===== src/rtl/dvsd_adder_pkg.sv =====
// Shared constants and FSM encoding for the slice-serial adder family.
package dvsd_adder_pkg;

  localparam int SLICE_W = 12;

  typedef enum logic [1:0] {
    IDLE = 2'd0,
    RUN  = 2'd1,
    DONE = 2'd2
  } state_t;

endpackage


===== src/rtl/dvsd_adder_12bit.sv =====
// One 12-bit slice adder shared across all slices of the sequential adder.
// Operands are isolated to zero while CE is low so the adder stays quiet between runs.
module dvsd_adder_12bit
  import dvsd_adder_pkg::*;
(
  input  logic               CE,
  input  logic [SLICE_W-1:0] a,
  input  logic [SLICE_W-1:0] b,
  input  logic               Cin,
  output logic [SLICE_W-1:0] s,
  output logic               Cout
);

  logic [SLICE_W:0] sum;

  always_comb begin
    sum = '0;
    if (CE) begin
      sum = {1'b0, a} + {1'b0, b} + {{SLICE_W{1'b0}}, Cin};
    end
  end

  assign s    = sum[SLICE_W-1:0];
  assign Cout = sum[SLICE_W];

endmodule


===== src/rtl/dvsd_adder_seq36.sv =====
// Slice-serial W-bit adder: one 12-bit slice per enabled cycle, valid/ready on both sides.
// Optional subtract mode is enabled with macro DVSD_ADDER_SEQ_SUB_EN (adds input 'sub').
module dvsd_adder_seq36
  import dvsd_adder_pkg::*;
#(
  parameter int NSLICE = 3
) (
  input  logic                      clk,
  input  logic                      rst,
  input  logic                      CE,
  input  logic                      in_valid,
  output logic                      in_ready,
  input  logic [SLICE_W*NSLICE-1:0] A,
  input  logic [SLICE_W*NSLICE-1:0] B,
  input  logic                      Cin,
`ifdef DVSD_ADDER_SEQ_SUB_EN
  input  logic                      sub,
`endif
  output logic [SLICE_W*NSLICE-1:0] S,
  output logic                      Cout,
  output logic                      out_valid,
  input  logic                      out_ready,
  output logic                      busy
);

  localparam int W  = SLICE_W * NSLICE;
  localparam int KW = (NSLICE > 1) ? $clog2(NSLICE) : 1;
  localparam logic [KW-1:0] K_LAST = KW'(NSLICE - 1);

  state_t              state;
  logic [KW-1:0]       k;
  logic                carry;
  logic [W-1:0]        a_r;
  logic [W-1:0]        b_r;
  logic                accept;
  logic                run_en;
  logic [SLICE_W-1:0]  a_sl;
  logic [SLICE_W-1:0]  b_sl;
  logic [SLICE_W-1:0]  sum_sl;
  logic                c_sl;
  logic [W-1:0]        b_in;
  logic                c_init;

  assign in_ready  = (state == IDLE) && CE;
  assign accept    = in_valid && in_ready;
  assign run_en    = CE && (state == RUN);
  assign out_valid = (state == DONE);
  assign busy      = (state != IDLE);

`ifdef DVSD_ADDER_SEQ_SUB_EN
  // Two's-complement subtract: A + ~B + 1.
  assign b_in   = sub ? ~B : B;
  assign c_init = sub ? 1'b1 : Cin;
`else
  assign b_in   = B;
  assign c_init = Cin;
`endif

  assign a_sl = a_r[SLICE_W*k +: SLICE_W];
  assign b_sl = b_r[SLICE_W*k +: SLICE_W];

  dvsd_adder_12bit u_slice (
    .CE   (run_en),
    .a    (a_sl),
    .b    (b_sl),
    .Cin  (carry),
    .s    (sum_sl),
    .Cout (c_sl)
  );

  // Operand capture: data-only registers, loaded at accept, no reset needed.
  always_ff @(posedge clk) begin
    if (accept) begin
      a_r <= A;
      b_r <= b_in;
    end
  end

  // Control and result registers.
  always_ff @(posedge clk) begin
    if (rst) begin
      state <= IDLE;
      k     <= '0;
      carry <= 1'b0;
      S     <= '0;
      Cout  <= 1'b0;
    end else if (CE) begin
      case (state)
        IDLE: begin
          if (in_valid) begin
            k     <= '0;
            carry <= c_init;
            state <= RUN;
          end
        end
        RUN: begin
          S[SLICE_W*k +: SLICE_W] <= sum_sl;
          carry                   <= c_sl;
          if (k == K_LAST) begin
            Cout  <= c_sl;
            k     <= '0;
            state <= DONE;
          end else begin
            k <= k + 1'b1;
          end
        end
        DONE: begin
          if (out_ready) state <= IDLE;
        end
        default: state <= IDLE;
      endcase
    end
  end

endmodule


===== config.mk =====
export PLATFORM = sky130hd
export DESIGN_NAME = dvsd_adder_seq36
export DESIGN_NICKNAME = d
export VERILOG_FILES = /design/src/rtl/dvsd_adder_pkg.sv /design/src/rtl/dvsd_adder_12bit.sv /design/src/rtl/dvsd_adder_seq36.sv
export SDC_FILE = /design/constraint.sdc
export NUM_CORES = 1
export LEC_CHECK = 0
export ABC_CLOCK_PERIOD_IN_PS = 8400
export BUFFER_PORTS_ARGS = -buffer_cell sky130_fd_sc_hd__clkbuf_2
export CORE_MARGIN = 1.5
export CORE_UTILIZATION = 46
export CTS_BUF_LIST = sky130_fd_sc_hd__clkbuf_4
export CTS_CLUSTER_DIAMETER = 150
export DETAILED_ROUTE_END_ITERATION = 10
export PLACE_DENSITY_LB_ADDON = 0.08
export SLEW_MARGIN = 0
export SYNTH_ARGS = -nofsm -noshare
export SYNTH_HDL_FRONTEND = slang
export SYNTH_HIERARCHICAL = 1
export SYNTH_SLANG_ARGS = --single-unit

===== constraint.sdc =====
create_clock -name clk -period 8.4 [get_ports clk]
set_clock_uncertainty 0.2 [all_clocks]
set_input_delay 0.42 -clock clk [delete_from_list [all_inputs] [get_ports clk]]
set_output_delay 0.42 -clock clk [all_outputs]
set_load 0.05 [all_outputs]

==> impl_summary.md <==
Power and ir drop
The share of power burned in the clock network is between 30% and 40%. The worst-case IR drop observed on VDD is between 0.0001 and 0.00015 V. The switching power as a share of total power is between 20% and 30%. For this design the total switching power over the nets is ~0.00031 W. The total power is approximately 0.0013 W. The internal power contribution is about 0.0010 W. The share of total power dissipated in combinational logic is around 14%.

In this run the power density over the cells is 189.2 nW/um2. The sequential share of power is 46.3%. The reported leakage power is 2.786 nW.

Clock tree
The number of buffers on the longest clock path is 2. For this design, the sink count on the clock tree is about 110. The tree is rooted in a sky130_fd_sc_hd__clkbuf_4.

The later pin in the worst-skew pair is clocked with a latency of around 0.54 ns. The clock-pin slew on the worst setup and hold paths is approximately 0.1 ns. The H-tree depth reported by CTS is 4. The CTS buffer count is 17. Gates resized during post-CTS repair numbered 0. TritonCTS built the clock tree.

Setup path
The largest fanout of any net on the critical path is 29. The critical path is of the reg -> reg type. The worst reg2reg path startpoint is k[1]. The startpoint type of the worst setup path is a register. For the worst setup path, the data arrival time is around 4.9 ns.

The sort of element at the end of the critical path is a register. Across all register-to-register paths, the minimum setup slack is approximately 3.8 ns. At the worst endpoint, the required time is between 8 and 9 ns. Measured in cells, the most critical reg-to-reg path has a length of 14. The worst flop-to-flop path endpoint is S[12].

Logic synthesis
The synthesized area divided by synthesized cell count is around 12 um2. The number of library cell types mapped by synthesis is 57. The number of nets handed over by synthesis was roughly 550. The share of flip-flops with an asynchronous set or reset after synthesis is 0%.

The post-synthesis instance area is about 5400 um2. The synthesized design contains roughly 110 register bits. The library cell with the highest instance count after synthesis is sky130_fd_sc_hd__edfxtp_1. In this run, synthesis inferred between 70 and 80 flip-flops with an integrated enable. The share of the Yosys chip area taken by registers is 55.88%. The top-area cell type share of the netlist area is 40.23%. Yosys attributes the largest share of cell area to sky130_fd_sc_hd__edfxtp_1 (40%), sky130_fd_sc_hd__dfxtp_1 (16%), sky130_fd_sc_hd__mux2i_1 (6.5%), sky130_fd_sc_hd__ha_1 (4.0%), sky130_fd_sc_hd__nand2_1 (3.5%). The top flip-flop cell by instance count after synthesis is sky130_fd_sc_hd__edfxtp_1. The number of standard cells after synthesis is approximately 450. The synthesized design spends more area on one cell type than any other, namely sky130_fd_sc_hd__edfxtp_1. The total number of yosys warnings is 6. By count the netlist is led by sky130_fd_sc_hd__edfxtp_1 (72), sky130_fd_sc_hd__nand2_1 (50), sky130_fd_sc_hd__dfxtp_1 (42), sky130_fd_sc_hd__mux2i_1 (35), sky130_fd_sc_hd__o21ai_0 (34).

STA
The total count of max-transition violations in the final report is 0. Setup total negative slack on the finished layout was measured at 0 ns. The transition time of the tightest slew-check pin is approximately 0.97 ns. The number of endpoints failing setup at the final stage is 0. The final worst setup slack is 3.785 ns. The final-report hold violation count is 0. The worst path needs about 4.6 ns of the cycle, external delays included.

Of the available clock period, the critical path in the final layout requires between 50% and 60%. The maximum clock frequency is between 0.2 and 0.25 GHz. The worst pin sits at a relative slew slack of 35.07%. Setup repair after global routing left no endpoint under its margin.

Cells and area
0 antenna diodes ended up in the layout. The final core utilization is roughly 62%. The non-filler instance count after layout is just under 800. The final-stage net count is around 740.

Fill cells in the final layout number approximately 950. The area growth from synthesis to layout is 32.78%. The share of post-route cells with drive strength above 1 is 25.50%.

Floorplan
The width of the die is 111.1 um. The height of the die is around 110 um. The initial utilization of the core area, before any placement, comes to between 40% and 50%. The core box area is around 11000 um2. The standard-cell row count is 39.

The die covers roughly 12000 um2. The top-level port count is roughly 120.

Global route
The number of antenna violations at the first check in global routing is 0. The pin count of the biggest net entering global routing is 73. The remaining global-route overflow is 0. Global routing consumed, on the met3 layer, 6.616% of the routing resources. For this run, global-route usage on met2 was measured as a little over a third.

In the global route stage, met1 resource usage came out at 24.49%. The combined global-route utilization of all metal layers is 21.06%. The global routing stage identified its most utilized layer as met2.

The wire length of the first global-routing pass is a little over 20 mm. The via count of the first global-routing pass is around 4.2k.

Flow run
The number of violations of the max-capacitance limit is 0.

Worst hold path
Counting instances, the worst hold path has a depth of 4. The worst hold path begins at in_valid. The end point of the most critical hold path is state[0].

In this run the worst hold path is classified as in -> reg.

Status
The run finished with clean final reports.

Route
The number of DRC markers in iteration 0 is between 150 and 200. The via density per instance is approximately 5.3. The post-route DRC violation count is 0.

The remaining number of nets flagged by the antenna check after routing is 0. The first detailed-routing pass ran for 4 iterations. The via count of the routed design is 4210.

The total length of routed wires is between 10 and 15 mm. The wire length per cell after detailed routing is roughly 16 um.

Place
Prior to clock tree synthesis, the placed netlist has a worst setup slack of between 3 and 4 ns. The number of cells after detailed placement is 688. The half-perimeter wire length after placement is about 8 mm. The global placement routability congestion is between 0.8 and 0.9. In this run the tool buffered the top-level ports with 117 buffer cells.
==> placed cells by master (no fill, tap or decap), types with 17 or more instances in the layout <==
master / n
sky130_fd_sc_hd__ha_1: 17
sky130_fd_sc_hd__clkbuf_2: 117
sky130_fd_sc_hd__o21ai_0: 34
sky130_fd_sc_hd__a21oi_1: 28
sky130_fd_sc_hd__dfxtp_1: 41
sky130_fd_sc_hd__mux2i_1: 35
sky130_fd_sc_hd__edfxtp_1: 72
sky130_fd_sc_hd__nand2_1: 50
sky130_fd_sc_hd__clkbuf_4: 20
sky130_fd_sc_hd__a22o_1: 18
sky130_fd_sc_hd__dlygate4sd3_1: 74
==> layout make-up <==
type / instances / area, um2 / area share, %
Sequential cell: 114 / 3004 / 42.10
Clock buffer: 20 / 150.1 / 2.104
Inverter: 7 / 26.28 / 0.3682
Clock inverter: 12 / 235.2 / 3.297
Multi-Input combinational cell: 305 / 2200 / 30.83
Timing Repair Buffer: 193 / 1341 / 18.80
Tap cell: 143 / 178.9 / 2.507
==> worst max-delay path, cell delays in order, from the launching register on <==
cell,delay (ns)
sky130_fd_sc_hd__dfxtp_1,0.84
sky130_fd_sc_hd__and2b_1,0.71
sky130_fd_sc_hd__nand2_1,0.10
sky130_fd_sc_hd__o21ai_0,0.15
sky130_fd_sc_hd__fa_1,0.29
sky130_fd_sc_hd__inv_1,0.07
sky130_fd_sc_hd__fa_1,0.37
sky130_fd_sc_hd__nand2b_1,0.18
sky130_fd_sc_hd__a21oi_1,0.23
sky130_fd_sc_hd__nor2b_1,0.11
sky130_fd_sc_hd__o21ai_0,0.23
sky130_fd_sc_hd__mux2i_1,0.40
sky130_fd_sc_hd__mux2i_1,0.12
sky130_fd_sc_hd__a211oi_1,0.35
sky130_fd_sc_hd__a22o_1,0.20
==> state kept, by name, summed over array words and instances, names as in the netlist <==
signal,count
carry,1
S,36
k,2
state,2
a_r,36
b_r,36
Cout,1
==> repair_timing <==
item,CTS,global route
setup buffers,0,0
endpoints found under the hold margin,74,0
hold buffers,74,0
==> cell families after synthesis <==
kind of cell               count (synthesis)  share of synthesized area, %
AOI/OAI and AO/OA                        114                         14.25
xor gates and xnor gates                   5                        0.8149
and+or+nand+nor                          132                         14.62
adders and majority gates                 19                         4.703
DFF                                      114                         55.88
buffers and inverters                     33                         3.213
muxes                                     35                         6.519
==> routing by layer <==
layer  vias to the layer above  part of all wire, %
li1                       2074                    -
met1                      1994                   43
met2                       116                   50
met3                        26                  5.0
met4                         0                  2.1
met5                         -                    0
==> power groups by stage <==
stage	Clock, W	Combinational [W]	Sequential [W]
CTS	0.000546	0.000188	0.000626
detailed placement	0	0.000161	0.000638
floorplan	0	0.000113	0.000642
global route	0.000576	0.000208	0.000627
global placement	0	0.000159	0.000638
finish	0.000535	0.000189	0.000625
==> through the flow <==
| stage | hold slack, ns | instance area (um2) |
|---|---|---|
| finish | 0.07185 | 7136 |
| global route | 0.05725 | 7136 |
| CTS | 0.02256 | 7136 |
| detailed placement | 0.2455 | 6010 |
| global placement | 0.2396 | 6010 |
| floorplan | 0.3189 | 5374 |
==> worst max path at each step <==
stage | from | endpoint | slack, ns
after detailed placement | k[1] | S[12] | 3.82
final | k[1] | S[12] | 3.78
after global routing | k[1] | S[12] | 3.31
after CTS | k[1] | S[12] | 3.77
after global placement | k[1] | S[12] | 4.08
after floorplan | state[0] | a_r[0] | 4.29
Power figures use the tool's default switching activity.
